**src/rtl/lfsr_ctrl.sv**
```systemverilog
// lfsr_ctrl: sequencing controller for the 8-bit display-lab LFSR.
// Turns button edges into step/load strobes; recovers from the zero state.
module lfsr_ctrl #(
   parameter int TICK_DIV = 1000,
   parameter int CNT_W    = 16
) (
   input  logic             clk,
   input  logic             rst,
   input  logic             cmd_load,
   input  logic             cmd_step,
   input  logic             cmd_run,
   input  logic             cmd_burst,
   input  logic [7:0]       burst_len,
   input  logic [7:0]       seed,
   input  logic [7:0]       lfsr_q,
   output logic             lfsr_en,
   output logic             lfsr_load,
   output logic [7:0]       lfsr_d,
   output logic [1:0]       state,
   output logic             busy,
   output logic [CNT_W-1:0] step_cnt,
   output logic             lockup
);

   localparam int TW = $clog2(TICK_DIV);
   localparam logic [TW-1:0] TMAX = TW'(TICK_DIV - 1);

   typedef enum logic [1:0] {
      IDLE  = 2'd0,
      RUN   = 2'd1,
      BURST = 2'd2,
      LOAD  = 2'd3
   } state_t;

   state_t           st_q, st_d;
   logic             en_d, ld_d, lock_d;
   logic [7:0]       d_d;
   logic [CNT_W-1:0] cnt_d;
   logic [TW-1:0]    tick_q, tick_d;
   logic [7:0]       rem_q, rem_d;
   logic             p_load, p_step, p_run, p_burst;
   logic             e_load, e_step, e_run, e_burst;

   assign e_load  = cmd_load  & ~p_load;
   assign e_step  = cmd_step  & ~p_step;
   assign e_run   = cmd_run   & ~p_run;
   assign e_burst = cmd_burst & ~p_burst;

   assign state = st_q;
   assign busy  = (st_q != IDLE);

   // Register FSM state, outputs and the command history.
   always_ff @(posedge clk or posedge rst) begin
      if (rst) begin
         st_q      <= IDLE;
         lfsr_en   <= 1'b0;
         lfsr_load <= 1'b0;
         lfsr_d    <= 8'h00;
         step_cnt  <= '0;
         lockup    <= 1'b0;
         tick_q    <= '0;
         rem_q     <= 8'h00;
         p_load    <= 1'b0;
         p_step    <= 1'b0;
         p_run     <= 1'b0;
         p_burst   <= 1'b0;
      end else begin
         st_q      <= st_d;
         lfsr_en   <= en_d;
         lfsr_load <= ld_d;
         lfsr_d    <= d_d;
         step_cnt  <= cnt_d;
         lockup    <= lock_d;
         tick_q    <= tick_d;
         rem_q     <= rem_d;
         p_load    <= cmd_load;
         p_step    <= cmd_step;
         p_run     <= cmd_run;
         p_burst   <= cmd_burst;
      end
   end

   // Pick one action per cycle: recovery, load, then per-state commands.
   always_comb begin
      st_d   = st_q;
      en_d   = 1'b0;
      ld_d   = 1'b0;
      d_d    = lfsr_d;
      cnt_d  = step_cnt;
      lock_d = lockup;
      tick_d = tick_q;
      rem_d  = rem_q;
      if (lfsr_q == 8'h00 && !lfsr_load) begin
         ld_d   = 1'b1;
         d_d    = 8'h01;
         lock_d = 1'b1;
         st_d   = IDLE;
      end else if (e_load) begin
         ld_d   = 1'b1;
         d_d    = (seed == 8'h00) ? 8'h01 : seed;
         cnt_d  = '0;
         lock_d = 1'b0;
         st_d   = LOAD;
      end else begin
         unique case (st_q)
            IDLE: begin
               if (e_burst) begin
                  if (burst_len != 8'h00) begin
                     st_d  = BURST;
                     rem_d = burst_len;
                  end
               end else if (e_run) begin
                  st_d   = RUN;
                  tick_d = '0;
               end else if (e_step) begin
                  en_d = 1'b1;
               end
            end
            RUN: begin
               if (e_run) begin
                  st_d = IDLE;
               end else if (tick_q == TMAX) begin
                  tick_d = '0;
                  en_d   = 1'b1;
               end else begin
                  tick_d = tick_q + TW'(1);
               end
            end
            BURST: begin
               en_d  = 1'b1;
               rem_d = rem_q - 8'd1;
               if (rem_q <= 8'd1) st_d = IDLE;
            end
            LOAD: st_d = IDLE;
            default: st_d = IDLE;
         endcase
         if (en_d) cnt_d = step_cnt + CNT_W'(1);
      end
   end

endmodule
```
**config.mk**
```make
export PLATFORM = sky130hd
export DESIGN_NAME = lfsr_ctrl
export DESIGN_NICKNAME = d
export VERILOG_FILES = /design/src/rtl/lfsr_ctrl.sv
export SDC_FILE = /design/constraint.sdc
export NUM_CORES = 1
export LEC_CHECK = 0
export ABC_AREA = 1
export CAP_MARGIN = 40
export CORE_MARGIN = 2
export CORE_UTILIZATION = 45
export DETAILED_ROUTE_END_ITERATION = 8
export PLACE_DENSITY = 0.74
export SLEW_MARGIN = 20
export SYNTH_ARGS = -nofsm -noshare
export SYNTH_HDL_FRONTEND = slang
export SYNTH_SLANG_ARGS = --single-unit
```
**constraint.sdc**
```tcl
create_clock -name clk -period 1.32 [get_ports clk]
set_input_delay 0.198 -clock clk [delete_from_list [all_inputs] [get_ports clk]]
set_output_delay 0.198 -clock clk [all_outputs]
set_load 0.01 [all_outputs]
```
==> flow_summary.ini <==
[grt]
grt_remaining_overflow = 0
grt_pass1_wl_um = 14400
grt_max_degree = 26
antenna_found_initial = 0
track_usage_pct = 24.1
grt_pass1_vias = 3238

[critical_path]
critPathMaxFanout = 5
cp_data_required_time_ps = 1580
cp_top_family = simple AND/OR/NAND/NOR gates
cp-start-kind = register
crit_path_cell_trace = buf_6 > nor2_4 > inv_2 > nand2_2 > nand2_2 > nor2_4 > buf_12 > nand3_2 > nand2_1
crit_path_start = state[0]$_DFFE_PP0P_
crit_path_end_kind = register
max_stage_delay_ps = 420
crit_arrival_ps = 1790
r2r_start = state[0]$_DFFE_PP0P_
slowest_stage = dfrtp_1
path_buf_inv = 3
critical_path_class = reg2reg

[cells_and_area]
fin_cells = 653
register_area_mm2 = 0.00128
n_antenna_cell = 0
drive_gt1_share_pct = 38.9
syn2layout_area_growth_pct = 64.0
nets = 609
fillers = 420
final_util_pct = 77.5
multiInputGateArea_mm2 = 0.00186
stdcell_area_mm2 = 0.00497

[floorplanning]
num_io_pins = 60
die_area_mm2 = 0.00741
die_y_um = 86.1
rows = 29
die_x_um = 86.1
core-area_mm2 = 0.00642
start_util_pct = 47.2

[place]
dp_slack_ps = -416
hpwl_um = 5840
postPlaceCellArea_mm2 = 0.00426
dpl.cell_count = 612
globalplace.congestion = 0.880
io_buffers = 59

[route]
firstDrtPassIters = 4
viasPerCell = 5.22
first_iter_violations = 193
dr_total_vias = 3410
ant_nets = 0
drc = 0
wl_um = 9770
wire_per_inst_um = 15.0

[power]
netSwitchingPower_mw = 2.92
pwr-share-clk_pct = 16.3
peakVddDrop_mv = 1.25
p_total_mw = 7.09
p_seq_share_pct = 28.7
p_leak_nw = 2.56
p_int_mw = 4.17
pwr-share-comb_pct = 55.0
p_sw_share_pct = 41.2
cellPowerDensity_mw_per_mm2 = 1420

[sta]
finalCritPeriodShare_pct = 116
fmax_mhz = 651
maxSlewViolCount = 0
worst_slack_ps = -216
rsz0062_at_grt = true
fin_crit_ps = 1540
finalHoldViolations = 0
slew_headroom_pct = 79.6
final-setup-viol-count = 46
skew_ps = 11.2
tightest_slew_ps = 304

[synthesis]
muxShareOfSynthArea_pct = 0.330
synthesis.yosys.warnings = 0
syn_area_mm2 = 0.00303
ys_types = 30
syn_inst = 415
yosys.area_share.simple_pct = 35.3
synth_top_family_by_area = simple AND/OR/NAND/NOR gates
ys_seq_area_share_pct = 42.1
synthesis.nets = 449
synth_xor_area_share_pct = 3.47
synth_fa_ha_area_share_pct = 1.65
synth.avg_cell_area_um2 = 7.31
synth_seq_cells = 51
synth_compound_area_share_pct = 8.17

[clock_network]
cts_root_buf = clkbuf_8
htreeDepth = 2
clockBufferDepth = 2
clock-sinks = 51
cts_tree = yes
cts_made_buffers = 5
clock_latency_ps = 310
clk_pin_slew_ps = 110

[worst_hold_path]
hp-start = cmd_load
hold_path_class = in2reg

[status]
status = complete, but fails checks
violations = negative setup slack

[flow_run]
maxCapViolations = 0
logic make-up after synthesis:
group / count (synthesis)
flops: 51
mux: 1
fa+ha+maj: 4
xor+xnor: 12
buf+inv: 62
compound gates: 39
simple gates: 246
sequential cells by signal, summed over array words and instances, names as in the netlist:
register and flops:
p_load 1, lfsr_en 1, lfsr_load 1, lockup 1, p_step 1, state 2
lfsr_d 8, rem_q 8, step_cnt 16, p_run 1, p_burst 1, tick_q 10
worst reg2reg max path, delay by kind of cell, from the launching register on:
family	cells	cell delay, ps
and+or+nand+nor	6	670
DFF	1	420
buffers and inverters	3	390
stage by stage:
| stage | TNS, ps | hold WS (ps) |
|---|---|---|
| after CTS | -3500 | 195 |
| after global placement | -14630 | 462 |
| final | -6370 | 68.6 |
| after floorplan | -799 | 229 |
| after global routing | -8910 | 77.2 |
| after detailed placement | -16110 | 460 |
cell usage after synthesis (all sizes together):
cell type,n,area share (%)
a31oi,1,0.21
o31ai,7,1.7
nand2,154,20
o21ai,24,4.7
o22ai,1,0.21
or2,2,0.41
nand3,19,3.3
xor2,8,2.3
inv,54,6.8
buf,8,2.2
and3,1,0.21
dfrtp,51,42
o21bai,4,0.99
nor2,45,6.4
mux2i,1,0.33
xnor2,4,1.2
a21oi,2,0.33
nor3,4,0.66
ha,4,1.7
nand4,21,4.5
power by group through the flow:
stage	Sequential, mW	Clock [mW]	Combinational [mW]
6_report	2.03	1.16	3.90
3_3_place_gp	2.02	0	2.75
3_5_place_dp	2.03	0	2.83
4_1_cts	1.99	1.17	3.31
5_1_grt	2.05	1.22	4.21
2_1_floorplan	2.08	0	1.54
repair_timing:
item / in CTS / in global routing
resized for setup: 99 / 65
setup endpoints to repair: 75 / 50
buffers inserted: 21 / 12
gates cloned: 1 / 0
pin swaps: 15 / 26
hold endpoints to repair: 0 / 0
hold buffers: 0 / 0
path summary, 6_finish.rpt:
| kind | slack [ps] | cells after the start | end |
|---|---|---|---|
| worst min-delay path | 70 | 1 | p_load$_DFF_PP0_ |
| worst min register to register | 510 | 2 | lfsr_d[3]$_DFFE_PP0P_ |
| worst max-delay path | -220 | 9 | tick_q[9]$_DFFE_PP0P_ |
| max in group asynchronous | 700 | 3 | rem_q[2]$_DFFE_PP0P_ |
| worst max register to register | -220 | 9 | tick_q[9]$_DFFE_PP0P_ |
| min in group asynchronous | 200 | 2 | step_cnt[6]$_DFFE_PP0P_ |
layer usage:
metal	track usage (%)	wire length (µm)	vias to the layer above
met5	0	0	-
met4	9.96	269	0
met3	3.75	550	27
met2	42.4	5120	120
met1	29.2	3830	1626
li1	-	-	1637
cell usage in the layout (no fill, tap or decap), drive strengths merged:
cell type      netlist  routed
o21bai               4       4
dfrtp               51      51
nor3                 4       4
nand3               19      19
o21ai               24      24
bufinv               0       1
or2                  2       2
xor2                 8       8
and3                 1       1
ha                   4       4
nand4               21      21
nor2                45      45
clkbuf               0       8
xnor2                4       4
dlymetal6s2s         0       1
mux2i                1       1
buf                  8     105
a31oi                1       1
dlygate4sd2          0      22
inv                 54      54
o22ai                1       1
a21oi                2       2
clkdlybuf4s50        0      28
nand2              154     154
o31ai                7       7
clkdlybuf4s15        0       1
clkinvlp             0       3
cell type report:
class / count / area share [%]
multi-input cells: 302 / 37.4
repair buffers: 160 / 28.0
flip-flops and latches: 51 / 25.7
inverters: 54 / 4.45
well taps: 77 / 1.94
clock buffers: 5 / 1.38
clock inverters: 3 / 0.931
repair inverters: 1 / 0.151
No activity file was read; power rests on OpenSTA's default activity.
